[src/rtl/serial_add_pkg.sv]
// Shared definitions for the bit-serial adder sequencer.
//  - state_e   : controller FSM states
//  - WidthMin/WidthMax : legal range of the WIDTH parameter
package serial_add_pkg;

  localparam int unsigned WidthMin = 1;
  localparam int unsigned WidthMax = 32;

  typedef enum logic [1:0] {
    S_IDLE = 2'd0,
    S_RUN  = 2'd1,
    S_DONE = 2'd2
  } state_e;

endpackage

[src/rtl/full_adder_cell.sv]
// One-bit full adder, purely combinational.
//  a, b, cin : addend bits and carry in
//  sum, cout : sum bit and carry out
module full_adder_cell (
  input  logic a,
  input  logic b,
  input  logic cin,
  output logic sum,
  output logic cout
);

  logic p;

  assign p    = a ^ b;
  assign sum  = p ^ cin;
  assign cout = (a & b) | (p & cin);

endmodule

[src/rtl/serial_adder_ctrl.sv]
// Bit-serial adder sequencer. Operands are accepted on an in_valid/in_ready handshake,
// added LSB-first through a single full_adder_cell (one bit per clock), and the result is
// offered on an out_valid/out_ready handshake.
//  clk, rst             : clock, asynchronous active-high reset
//  in_valid/in_ready    : operand handshake (ready only in IDLE)
//  a, b, cin            : operands and carry in, sampled on accept
//  out_valid/out_ready  : result handshake (valid only in DONE)
//  sum, cout, ovf       : result, carry out of MSB, signed overflow
//  busy                 : job in progress or result pending
module serial_adder_ctrl
  import serial_add_pkg::*;
#(
  parameter int unsigned WIDTH = 8,
  parameter int unsigned CNT_W = $clog2(WIDTH + 1)
) (
  input  logic             clk,
  input  logic             rst,
  input  logic             in_valid,
  output logic             in_ready,
  input  logic [WIDTH-1:0] a,
  input  logic [WIDTH-1:0] b,
  input  logic             cin,
  output logic             out_valid,
  input  logic             out_ready,
  output logic [WIDTH-1:0] sum,
  output logic             cout,
  output logic             ovf,
  output logic             busy
);

  localparam logic [CNT_W-1:0] LastBit = CNT_W'(WIDTH - 1);

  state_e           state_q;
  logic [WIDTH-1:0] a_sr_q;
  logic [WIDTH-1:0] b_sr_q;
  logic [WIDTH-1:0] sum_sr_q;
  logic             carry_q;
  logic             ovf_q;
  logic [CNT_W-1:0] cnt_q;

  logic             fa_s;
  logic             fa_c;
  // New sum bit enters at the MSB; the concatenation keeps this legal for WIDTH=1.
  logic [WIDTH:0]   sum_cat;

  full_adder_cell u_fa (
    .a    (a_sr_q[0]),
    .b    (b_sr_q[0]),
    .cin  (carry_q),
    .sum  (fa_s),
    .cout (fa_c)
  );

  assign sum_cat = {fa_s, sum_sr_q};

  always_ff @(posedge clk or posedge rst) begin
    if (rst) begin
      state_q  <= S_IDLE;
      a_sr_q   <= '0;
      b_sr_q   <= '0;
      sum_sr_q <= '0;
      carry_q  <= 1'b0;
      ovf_q    <= 1'b0;
      cnt_q    <= '0;
    end else begin
      unique case (state_q)
        S_IDLE: begin
          if (in_valid) begin
            a_sr_q   <= a;
            b_sr_q   <= b;
            carry_q  <= cin;
            cnt_q    <= '0;
            sum_sr_q <= '0;
            state_q  <= S_RUN;
          end
        end
        S_RUN: begin
          sum_sr_q <= sum_cat[WIDTH:1];
          a_sr_q   <= a_sr_q >> 1;
          b_sr_q   <= b_sr_q >> 1;
          carry_q  <= fa_c;
          cnt_q    <= cnt_q + CNT_W'(1);
          if (cnt_q == LastBit) begin
            // carry_q is the carry into the MSB at this point
            ovf_q   <= carry_q ^ fa_c;
            state_q <= S_DONE;
          end
        end
        S_DONE: begin
          if (out_ready) begin
            state_q <= S_IDLE;
          end
        end
        default: state_q <= S_IDLE;
      endcase
    end
  end

  assign in_ready  = (state_q == S_IDLE);
  assign out_valid = (state_q == S_DONE);
  assign busy      = (state_q == S_RUN) || (state_q == S_DONE);
  assign sum       = sum_sr_q;
  assign cout      = carry_q;
  assign ovf       = ovf_q;

endmodule
[config.mk]
export PLATFORM = sky130hd
export DESIGN_NAME = serial_adder_ctrl
export DESIGN_NICKNAME = d
export VERILOG_FILES = /design/src/rtl/serial_add_pkg.sv /design/src/rtl/full_adder_cell.sv /design/src/rtl/serial_adder_ctrl.sv
export SDC_FILE = /design/constraint.sdc
export NUM_CORES = 1
export LEC_CHECK = 0
export ABC_AREA = 1
export BUFFER_PORTS_ARGS = -buffer_cell sky130_fd_sc_hd__buf_2
export CORE_MARGIN = 10
export CORE_UTILIZATION = 48
export CTS_CLUSTER_SIZE = 8
export DETAILED_ROUTE_END_ITERATION = 12
export PLACE_DENSITY = 0.82
export SYNTH_ARGS = -nofsm -noshare
export SYNTH_HDL_FRONTEND = slang
export SYNTH_SLANG_ARGS = --single-unit
[constraint.sdc]
create_clock -name clk -period 1.4 [get_ports clk]
set_clock_uncertainty 0.05 [all_clocks]
set_input_delay 0.14 -clock clk [delete_from_list [all_inputs] [get_ports clk]]
set_output_delay 0.14 -clock clk [all_outputs]
set_load 0.005 [all_outputs]
Yosys cells after proc, flatten, opt, wreduce, memory -nomap -nowiden
Index checks and enable logic that the tools add are counted.
{"block": "op_classes", "add_sub_neg": 1, "n_eq_ne": 6, "muxes": 14, "n_bitwise": 6, "n_reduce_logical": 6}
{"cell": "$pmux 8 s2", "count": 3}
{"cell": "$mux 8", "count": 3}
{"cell": "$pmux 4 s2", "count": 1}
{"cell": "$mux 2", "count": 3}
{"cell": "$pmux 2 s3", "count": 1}
{"cell": "$add 4x1->4 const B", "count": 1}
{"cell": "$eq 4x3->1 const B", "count": 1}
{"cell": "$mux 4", "count": 1}
{"cell": "$ne 2x2->1 const B", "count": 2}
{"cell": "$reduce_and 2->1", "count": 2}
{"cell": "$reduce_and 3->1", "count": 1}
{"cell": "$xor 1x1->1", "count": 3}
{"cell": "$and 1x1->1", "count": 2}
{"cell": "$eq 2x1->1 const B", "count": 1}
{"cell": "$eq 2x2->1 const B", "count": 1}
{"cell": "$logic_not 2->1", "count": 1}
{"cell": "$ne 2x1->1 const B", "count": 1}
{"cell": "$pmux 1 s2", "count": 1}
{"cell": "$reduce_bool 2->1", "count": 1}
{"cell": "$logic_or 1x1->1", "count": 1}
{"cell": "$mux 1", "count": 1}
{"cell": "$or 1x1->1", "count": 1}
{"block": "totals", "ff_bits": 32, "inputBits": 21, "out_inout_bits": 13}

Longest topological paths before layout
Gate-level depths: netlist (run 1).
{"block": "depth", "depth_word": 4, "mapped_depth": 9, "mapped_depth_nobuf": 8}

Modules after synthesis
From an unflattened synthesis (run 1), not the netlist that was laid out.
{"block": "hier_totals", "cells_unflattened": 187, "hier_area_um2": 1590.3}
{"module": "serial_adder_ctrl", "instances": 1, "cells_each": 186, "area_each_um2": 1570.3, "seq_area_each_um2": 800.8}
{"module": "full_adder_cell", "instances": 1, "cells_each": 1, "area_each_um2": 20.0, "seq_area_each_um2": 0.0}

Least setup slack after synthesis (run 1)
OpenSTA, ideal clock, no wires.
{"block": "synth_path", "path_type": "flip-flop to flip-flop", "startpoint": "register state_q[0]", "endpoint": "register b_sr_q[0]", "setup_time_ns": 0.122, "arrival_time_ns": 1.185, "setup_slack_ns": 0.044, "stages_incl_launch_ff": 10, "path_cell_list": "dfrtp_1 -> inv_1 -> ha_1 -> inv_2 -> nand2_1 -> nand2_2 -> buf_6 -> buf_6 -> nand2_1 -> o21ai_1"}
{"block": "synth_between", "elab_chain_len": 3, "elab_cells_between_ends": 6, "classes_between": "2 x eq/ne; 1 x mux; 3 x reduce/logical"}
{"element": "start: declaration", "line_no": "serial_adder_ctrl.sv:33", "source": "state_e state_q;"}
{"element": "start signal: assignment", "line_no": "serial_adder_ctrl.sv:58", "source": "state_q <= S_IDLE;"}
{"element": "start signal: assignment", "line_no": "serial_adder_ctrl.sv:74", "source": "state_q <= S_RUN;"}
{"element": "start signal: assignment", "line_no": "serial_adder_ctrl.sv:86", "source": "state_q <= S_DONE;"}
{"element": "$logic_not 2->1 *"}
{"element": "via in_ready", "line_no": "serial_adder_ctrl.sv:19", "source": "output logic in_ready,"}
{"element": "$ne 2x2->1 (no line) or $reduce_bool 2->1 (tied branches)"}
{"element": "$reduce_and 2->1 (no line)"}
{"element": "end signal: assignment", "line_no": "serial_adder_ctrl.sv:80", "source": "b_sr_q <= b_sr_q >> 1;"}
{"element": "end: declaration", "line_no": "serial_adder_ctrl.sv:35", "source": "logic [WIDTH-1:0] b_sr_q;"}
The timed path passes the listed nets; every way through them passes the cells marked *.
A chain may end at the register's enable or synchronous reset.

Final worst setup path (run 1)
{"block": "layout_path", "startpoint": "register state_q[0]", "endpoint": "output busy"}
{"block": "layout_between", "elab_chain_len": 2, "elab_cells_between_ends": 3, "classes_between": "2 x eq/ne; 1 x reduce/logical"}
{"element": "$eq 2x1->1 or $eq 2x2->1 (tied branches)", "line_no": "serial_adder_ctrl.sv:101", "source": "assign busy = (state_q == S_RUN) || (state_q == S_DONE);"}
{"element": "$logic_or 1x1->1 *", "line_no": "serial_adder_ctrl.sv:101"}
{"element": "end: declaration", "line_no": "serial_adder_ctrl.sv:28", "source": "output logic busy"}
Every way passes the cells marked *; elsewhere a longest branch is shown, timed or not.

==> metrics, run 1 <==
ys flop type dfrtp_1; MaxCap Viol Count 0; I/O pins 34; die width 76.9 µm; initial antenna violation count 0; root buffer cell clkbuf_4; CTS tree done; async set-or-reset flop fraction in the synthesized netlist 100%; first-pass GRT wire length 5290 µm; post-place instance area 0.00181 mm²; Mapped Cells 189; worst slew pin tran 389 ps; Final Util 64.8%; top-count cell post-synth nand2_1; GRT Overall Usage 10.5%; share of the synthesized area in the top cell type 51.6%; fillers 261; setup TNS 0 ps; Final Slew Violations 0; GPL Wtd Cong 0.753; synthesis-to-finish area growth 28.5%; maximum fanout along the worst path 3; worst path cell trace inv_2 > ha_4 > buf_6; largest net degree at the start of global routing 33; clk_lat worst skew 340 ps; Max IR drop VDD 1.15 mV; residual DRC count 0; top cells by area, synth dfrtp_1 (52%), nand2_1 (12%), o21ai_1 (10%), inv_1 (8.0%), ha_1 (3.2%); die height 76.9 µm; clock sinks 32; diodes inserted 0; vias in the first global route 1,310; YS warnings 0; Clock transition at path regs 90 ps; Worst EP arrival 1180 ps; mapped cell area 0.00155 mm²; Iteration-0 DRC Markers 45; Netlist cell types 16; status completed; postcts setup bufs 0; post-synth top area cell dfrtp_1; P_leak 0.00104 µW; period utilization 97.5%; Detailed Place HPWL 2260 µm; Inserted Clock Buffers 5; CP endpoint kind output pin; Site Rows 20; syn_area_per_cell 8.21 µm²; Worst Hold Class input pin to flop; Final Hold Viols 0; CTS H-tree depth 2; Core Area 0.00308 mm²; CP delay by family, top flip-flops; Req. time, crit path 1210 ps; cell area after layout 0.00199 mm²; Max-slew headroom 74.1%; slack of the critical path 35.0 ps; Startpoint Class flop; f_max 0.733 GHz; Starting Density 50.4%; Port Buffers 33; Setup Crit Path Kind flop to output pin; Via Count 1,355; number of synthesized flops with an enable pin 0; DRT Pass-1 Iters 4; WL final 3290 µm; syn_nets 215; Overflow after GRT 0; die area 0.00591 mm²; clk buf depth 2; R2R Setup Slk 50 ps; Seq/Total Area, Yosys 51.6%; Slowest-stage cell, CP dfrtp_2; routed len/inst 11.8 µm; Vias per Instance 4.84; synth cell count leaders nand2_1 (51), inv_1 (33), dfrtp_1 (32), o21ai_1 (32); RSZ-0062 raised after global routing yes; Buf+Inv Stages, Crit Path 2; max incr delay on CP 440 ps; Seq cells post-synth 32; crit path time final 1370 ps; share of layout cells above drive strength 1 27.1%; Setup Viol. Count Final 0; pre-CTS setup slack -28.1 ps; Final nets 261; PwrDens 2150 mW/mm²; Final ANT Viol Nets 0
## final cells by class
| type | count | area [µm²] | area share, % |
|---|---|---|---|
| clock buffer | 8 | 58.8 | 2.95 |
| timing repair buffer | 46 | 322 | 16.1 |
| sequential | 32 | 802 | 40.2 |
| inverter | 35 | 131 | 6.59 |
| multi-input combinational | 115 | 624 | 31.3 |
| tap | 44 | 55.1 | 2.76 |
## registers in the layout, indices dropped and copies added (netlist names)
| register | cells |
|---|---|
| state_q | 2 |
| b_sr_q | 8 |
| a_sr_q | 8 |
| ovf | 1 |
| sum | 8 |
| cout | 1 |
| cnt_q | 4 |
## cells by family (layout without fill, tap and decap cells)
| kind of cell | after synthesis | after routing | share of synthesized area, % |
|---|---|---|---|
| adder cells (fa/ha/maj) | 5 | 5 | 4.52 |
| AO/OA/AOI/OAI | 45 | 45 | 15.1 |
| flip-flops | 32 | 32 | 51.6 |
| buffers and inverters | 43 | 89 | 12.3 |
| AND/OR/NAND/NOR | 63 | 64 | 16.0 |
| XOR/XNOR | 1 | 1 | 0.565 |
## worst min-delay path: stages
cell and delay, ps:
buf_2 100, nand3_1 70, o21ai_1 60
## power breakdown
group / total [µW] / switching, µW / internal [µW]
logic: 2270 / 1260 / 1010
registers: 1470 / 164 / 1310
clock network: 549 / 302 / 247
## what timing repair did
action	in CTS	in global routing
hold buffers	2	0
resized for setup	5	15
setup endpoints to repair	27	27
pin swaps	0	2
endpoints found under the hold margin	33	0
cloned	0	3
## metal layers
metal  track usage, %  wire length [µm]  vias to the layer above
met5                0                 0                        -
met4             4.46                54                        0
met3             3.96               182                        7
met2             17.4              1550                       35
met1             11.9              1510                      621
li1                 -                 -                      692
## metrics by stage
stage	power (µW)	std cells	hold slack (ps)
detailed placement	3410	267	188
global route	4700	280	36.6
global placement	3340	267	191
finish	4290	280	16.6
floorplan	2860	189	206
CTS	4030	277	6.27
## cell usage in the layout (no fill, tap or decap), types with 3 or more instances in the layout
cell,instances
clkbuf_4,5
nand3_1,7
buf_6,3
nand2_1,48
buf_4,5
buf_2,33
inv_1,31
o21ai_1,33
inv_2,4
nand2_2,3
o22ai_1,7
dfrtp_1,31
nor2_1,4
## final timing paths
kind                            start    endpoint  depth (start not counted)
max                        state_q[0]        busy                          3
min                              a[7]   a_sr_q[7]                          3
max reg2reg                state_q[0]   a_sr_q[2]                          8
min reg2reg                    sum[0]      sum[0]                          2
max in group asynchronous         rst  state_q[0]                          4
min in group asynchronous         rst    cnt_q[0]                          4
Power figures use the tool's default switching activity.
==> run 2, diff against run 1 <==
--- a/config.mk
+++ b/config.mk
@@ -11,6 +11,7 @@
 export CORE_UTILIZATION = 48
 export CTS_CLUSTER_SIZE = 8
 export DETAILED_ROUTE_END_ITERATION = 12
+export HOLD_SLACK_MARGIN = 0.08
 export PLACE_DENSITY = 0.82
 export SYNTH_ARGS = -nofsm -noshare
 export SYNTH_HDL_FRONTEND = slang
==> run 2 against run 1 <==
Non-clock buffer count grew 7. Final area increased by 3.5%. Fmax hardly changed. Global-route usage is 0.19 points higher. Largest power group unchanged. Register-to-register slack about the same. Highest routed layer unchanged. Utilization rose by 2.3 points. Hold slack improved by 66 ps. Critical path depth unchanged. Final cell count rose by 2.5%. Sequential share of layout area is 1.4 points lower. First-iteration DRC count increased by 44%. Combinational power about the same. Critical endpoint unchanged.
==> metrics, run 2 (synthesis results as in run 1) <==
max incr delay on CP 440 ps (about the same); Worst Min Path Start b[5] (was a[7]); slack of the critical path 35.4 ps (was 35.0 ps); PwrDens 2090 mW/mm² (was 2150 mW/mm²); postcts setup bufs 0 (unchanged); CTS H-tree depth 2 (unchanged); Overflow after GRT 0 (unchanged); WL final 3380 µm (was 3290 µm); Iteration-0 DRC Markers 65 (was 45); Core Area 0.00308 mm² (unchanged); RSZ-0062 raised after global routing yes (unchanged); share of layout cells above drive strength 1 26.3% (was 27.1%); MaxCap Viol Count 0 (unchanged); pre-CTS setup slack -28.1 ps (unchanged); die area 0.00591 mm² (unchanged); worst slew pin tran 392 ps (was 389 ps); cell area after layout 0.00206 mm² (was 0.00199 mm²); P_leak 0.00106 µW (was 0.00104 µW); synthesis-to-finish area growth 33.0% (was 28.5%); R2R cell count 8 (unchanged); Worst R2R Start state_q[0] (unchanged); Final Slew Violations 0 (unchanged); Buf+Inv Stages, Crit Path 2 (unchanged); Detailed Place HPWL 2260 µm (unchanged); Req. time, crit path 1210 ps (about the same); R2R Setup Slk 50 ps (about the same); clock sinks 32 (unchanged); Port Buffers 33 (unchanged); Setup Viol. Count Final 0 (unchanged); vias in the first global route 1,332 (was 1,310); CP delay by family, top flip-flops (unchanged); initial antenna violation count 0 (unchanged); routed len/inst 11.8 µm (about the same); Final nets 268 (was 261); Max IR drop VDD 1.16 mV (was 1.15 mV); root buffer cell clkbuf_4 (unchanged); residual DRC count 0 (unchanged); clk_lat worst skew 340 ps (about the same); Setup Crit Path Kind flop to output pin (unchanged); first-pass GRT wire length 5400 µm (was 5290 µm); Final Util 67.0% (was 64.8%); Worst EP arrival 1170 ps (was 1180 ps); crit path time final 1360 ps (was 1370 ps); Site Rows 20 (unchanged); Startpoint Class flop (unchanged); Vias per Instance 4.78 (was 4.84); CTS tree done (unchanged); die height 76.9 µm (unchanged); maximum fanout along the worst path 3 (unchanged); diodes inserted 0 (unchanged); GRT Overall Usage 10.7% (was 10.5%); post-place instance area 0.00181 mm² (unchanged); die width 76.9 µm (unchanged); Via Count 1,372 (was 1,355); hold endpoint b_sr_q[5] (was a_sr_q[7]); Critical R2R Capture a_sr_q[2] (unchanged); Worst Hold Class input pin to flop (unchanged); period utilization 97.5% (about the same); f_max 0.733 GHz (about the same); Final ANT Viol Nets 0 (unchanged); worst path cell trace inv_2 > ha_4 > buf_6 (unchanged); Slowest-stage cell, CP dfrtp_2 (unchanged); GPL Wtd Cong 0.753 (unchanged); status completed (unchanged); largest net degree at the start of global routing 33 (unchanged); Starting Density 50.4% (unchanged); most common cell after layout, fill and taps aside nand2_1 (unchanged); highest-count cells in the layout ignoring fill and taps nand2_1 (48), o21ai_1 (33), buf_2 (33), inv_1 (31), dfrtp_1 (31) (unchanged); clk buf depth 2 (unchanged); hold path cells 5 (was 3); DRT Pass-1 Iters 4 (unchanged); Final Hold Viols 0 (unchanged); CP endpoint kind output pin (unchanged); Max-slew headroom 73.9% (was 74.1%); Clock transition at path regs 90 ps (about the same); I/O pins 34 (unchanged); Inserted Clock Buffers 5 (unchanged)
run 2: area by class of cell:
type	instances	area, µm²
Fill cell	259	1010
Sequential cell	32	802
Multi-Input combinational cell	115	624
Timing Repair Buffer	53	392
Inverter	35	131
Clock buffer	8	58.8
Tap cell	44	55.1
run 2: layer usage:
metal | routed length [µm] | track usage, % | vias up
li1 | - | - | 702
met1 | 1520 | 11.8 | 633
met2 | 1610 | 17.9 | 30
met3 | 193 | 4.31 | 7
met4 | 54 | 4.46 | 0
met5 | 0 | 0 | -
run 2: repair_timing:
action,4_1_cts,5_1_grt
endpoints found under the hold margin,40,0
cloned,0,3
endpoints found under the setup margin,27,27
hold buffers,9,0
gates resized for setup,5,15
pin swaps,0,2
run 2: worst max path at each step:
stage | from | endpoint | slack, ps | cells after the start
5_1_grt | state_q[0] | state_q[0] | -40 | 8
3_3_place_gp | state_q[0] | a_sr_q[1] | 10 | 8
6_report | state_q[0] | busy | 40 | 3
3_5_place_dp | state_q[0] | a_sr_q[1] | -30 | 8
2_1_floorplan | state_q[0] | b_sr_q[0] | 40 | 9
4_1_cts | state_q[1] | out_valid | 20 | 3
run 2: worst min-delay path, delay by kind of cell:
family / cells / cell delay [ps]
buffers and inverters: 1 / 70
AOI/OAI and AO/OA: 2 / 130
and+or+nand+nor: 2 / 90
run 2: where the power goes:
| part | leakage, µW | internal [µW] | switching, µW |
|---|---|---|---|
| logic | 0.000619 | 1030 | 1260 |
| clock network | 0.0000326 | 247 | 302 |
| registers | 0.000414 | 1310 | 165 |
run 2: metrics by stage:
| stage | instances | hold WS (ps) | TNS (ps) | power, µW |
|---|---|---|---|---|
| global placement | 267 | 191 | 0 | 3340 |
| CTS | 284 | 80.9 | 0 | 4040 |
| floorplan | 189 | 206 | 0 | 2860 |
| finish | 287 | 82.9 | 0 | 4310 |
| detailed placement | 267 | 188 | -356 | 3410 |
| global route | 287 | 100 | -129 | 4720 |
==> run 3, diff against run 2 <==
==> constraint.sdc (replaced) <==
create_clock -name clk -period 1.4 [get_ports clk]
set_clock_uncertainty 0.05 [all_clocks]
set_input_delay 0.07 -clock clk [delete_from_list [all_inputs] [get_ports clk]]
set_output_delay 0.07 -clock clk [all_outputs]
set_load 0.005 [all_outputs]
==> run 3 against run 2 <==
Register-to-register slack barely moved. Wire length up 4.4%. Combinational power barely moved. Fmax increased by 1.8%. Global-route usage is 0.65 points higher.
==> metrics, run 3 (synthesis results as in run 1) <==
final cell count without fillers 297 (was 287); Detailed Place HPWL 2260 µm (unchanged); synthesis-to-finish area growth 38.6% (was 33.0%); P_sw 1720 µW (about the same); Inserted Clock Buffers 5 (unchanged); Starting Density 50.4% (unchanged); first-pass GRT wire length 5680 µm (was 5400 µm); DRT Pass-1 Iters 4 (unchanged); sequential share of power 34.3% (about the same); Startpoint Class flop (unchanged); clk buf depth 2 (unchanged); Iteration-0 DRC Markers 68 (was 65); I/O pins 34 (unchanged); share of layout cells above drive strength 1 24.2% (was 26.3%); Max IR drop VDD 1.19 mV (was 1.16 mV); most common cell after layout, fill and taps aside nand2_1 (unchanged); clock sinks 32 (unchanged); highest-count cells in the layout ignoring fill and taps nand2_1 (48), o21ai_1 (34), buf_2 (33), inv_1 (31), dfrtp_1 (31) (was nand2_1 (48), o21ai_1 (33), buf_2 (33), inv_1 (31), dfrtp_1 (31)); Core Area 0.00308 mm² (unchanged); largest net degree at the start of global routing 33 (unchanged); post-placement cell count 267 (unchanged); die height 76.9 µm (unchanged); MaxCap Viol Count 0 (unchanged); clk_lat worst skew 340 ps (about the same); Worst Hold Class input pin to flop (unchanged); Worst Min Path Start out_ready (was b[5]); Port Buffers 33 (unchanged); postcts setup bufs 0 (unchanged); hold path cells 7 (was 5); initial antenna violation count 1 (was 0); post-place instance area 0.00181 mm² (unchanged); Setup Crit Path Kind flop to flop (was flop to output pin); Site Rows 20 (unchanged); Final nets 277 (was 268); P_leak 0.00110 µW (was 0.00106 µW); Critical R2R Capture a_sr_q[2] (unchanged); Setup Viol. Count Final 0 (unchanged); critical path launch point state_q[0] (unchanged); residual DRC count 0 (unchanged); status completed (unchanged); vias in the first global route 1,377 (was 1,332); CTS H-tree depth 2 (unchanged); hold endpoint state_q[1] (was b_sr_q[5]); RSZ-0062 raised after global routing yes (unchanged); Req. time, crit path 1580 ps (was 1210 ps); Overflow after GRT 0 (unchanged); Via Count 1,417 (was 1,372); switch share 40.1% (was 40.0%); Worst R2R Start state_q[0] (unchanged); Final Slew Violations 0 (unchanged); GRT Overall Usage 11.4% (was 10.7%); Clock transition at path regs 90 ps (about the same); Final Hold Viols 0 (unchanged); Vias per Instance 4.77 (was 4.78); Worst EP arrival 1520 ps (was 1170 ps); maximum fanout along the worst path 14 (was 3); die width 76.9 µm (unchanged); cell area after layout 0.00215 mm² (was 0.00206 mm²); routed len/inst 11.9 µm (was 11.8 µm); Clk pwr share 12.9% (was 12.8%); root buffer cell clkbuf_4 (unchanged); Pint 2570 µW (was 2580 µW); R2R Setup Slk 60 ps (was 50 ps); Max-slew headroom 73.9% (about the same); period utilization 95.8% (was 97.5%); die area 0.00591 mm² (unchanged); WL final 3530 µm (was 3380 µm); f_max 0.746 GHz (was 0.733 GHz); CP endpoint kind flop (was output pin); Comb pwr share 52.8% (was 53.0%); GPL Wtd Cong 0.753 (unchanged); R2R cell count 8 (unchanged); Final ANT Viol Nets 0 (unchanged); worst slew pin tran 391 ps (was 392 ps); PwrDens 2000 mW/mm² (was 2090 mW/mm²); crit path time final 1340 ps (was 1360 ps); CTS tree done (unchanged)
## run 3: cell count changes in the layout (fill, tap and decap cells not counted)
| cell | previous run | this run |
|---|---|---|
| dlygate4sd3_1 | 9 | 19 |
| buf_6 | 3 | 2 |
| diode_2 | 0 | 1 |
| ha_1 | 1 | 2 |
| ha_2 | 1 | 0 |
| inv_2 | 4 | 3 |
| inv_4 | 0 | 1 |
| o21ai_1 | 33 | 34 |
| o21ai_2 | 1 | 0 |
## run 3: what timing repair did
item,in CTS,in global routing
cloned,0,2
setup endpoints to repair,25,31
pin swaps,0,2
hold endpoints to repair,50,0
gates resized for setup,2,16
hold buffers,19,0
## run 3: how the worst max path moves through the flow
stage	depth (start not counted)	endpoint	slack, ps
after global routing	8	state_q[0]	-10
final	8	a_sr_q[2]	60
after floorplan	9	b_sr_q[0]	40
after global placement	8	a_sr_q[1]	10
after detailed placement	8	a_sr_q[1]	-30
after CTS	8	a_sr_q[1]	1
## run 3: per-stage QoR
stage                     TNS (ps)  util (%)  power, µW  hold WS (ps)  setup slack (ps)
after floorplan                  0         -       2860           136              43.5
after global placement           0      58.7       3340           121              14.7
after detailed placement      -356      58.7       3410           118             -28.1
after CTS                        0      67.0       4030          91.5              1.49
after global routing         -14.8      69.9       4690           165             -11.2
final                            0      69.9       4300          85.8              59.4
## run 3: final cells by class
cell class                 instances  area, µm²
antenna                            1       2.50
clock buffer                       8       58.8
fill                             243        927
inverter                          35        134
multi-input combinational        115        618
sequential                        32        802
tap                               44       55.1
timing repair buffer              62        480
## run 3: layer usage
metal / global-route usage (%) / up-vias / share of wire [%]
met5: 0 / - / 0
met4: 5.39 / 0 / 2.4
met3: 4.31 / 9 / 5.8
met2: 19.4 / 38 / 48
met1: 12.1 / 648 / 43
li1: - / 722 / -
## run 3: worst max-delay path, cell delays in order (launching register included)
cell	delay, ps
dfrtp_2	440
inv_2	80
ha_4	160
inv_2	50
nand2_4	80
nand2_8	80
clkbuf_16	180
nand2_1	60
o21ai_1	50
## run 3: power groups by stage
stage	clock network (µW)	logic [µW]	registers [µW]
after floorplan	0	1380	1470
after global placement	0	1880	1460
after detailed placement	0	1930	1480
after CTS	568	2010	1460
after global routing	604	2570	1520
final	555	2270	1470
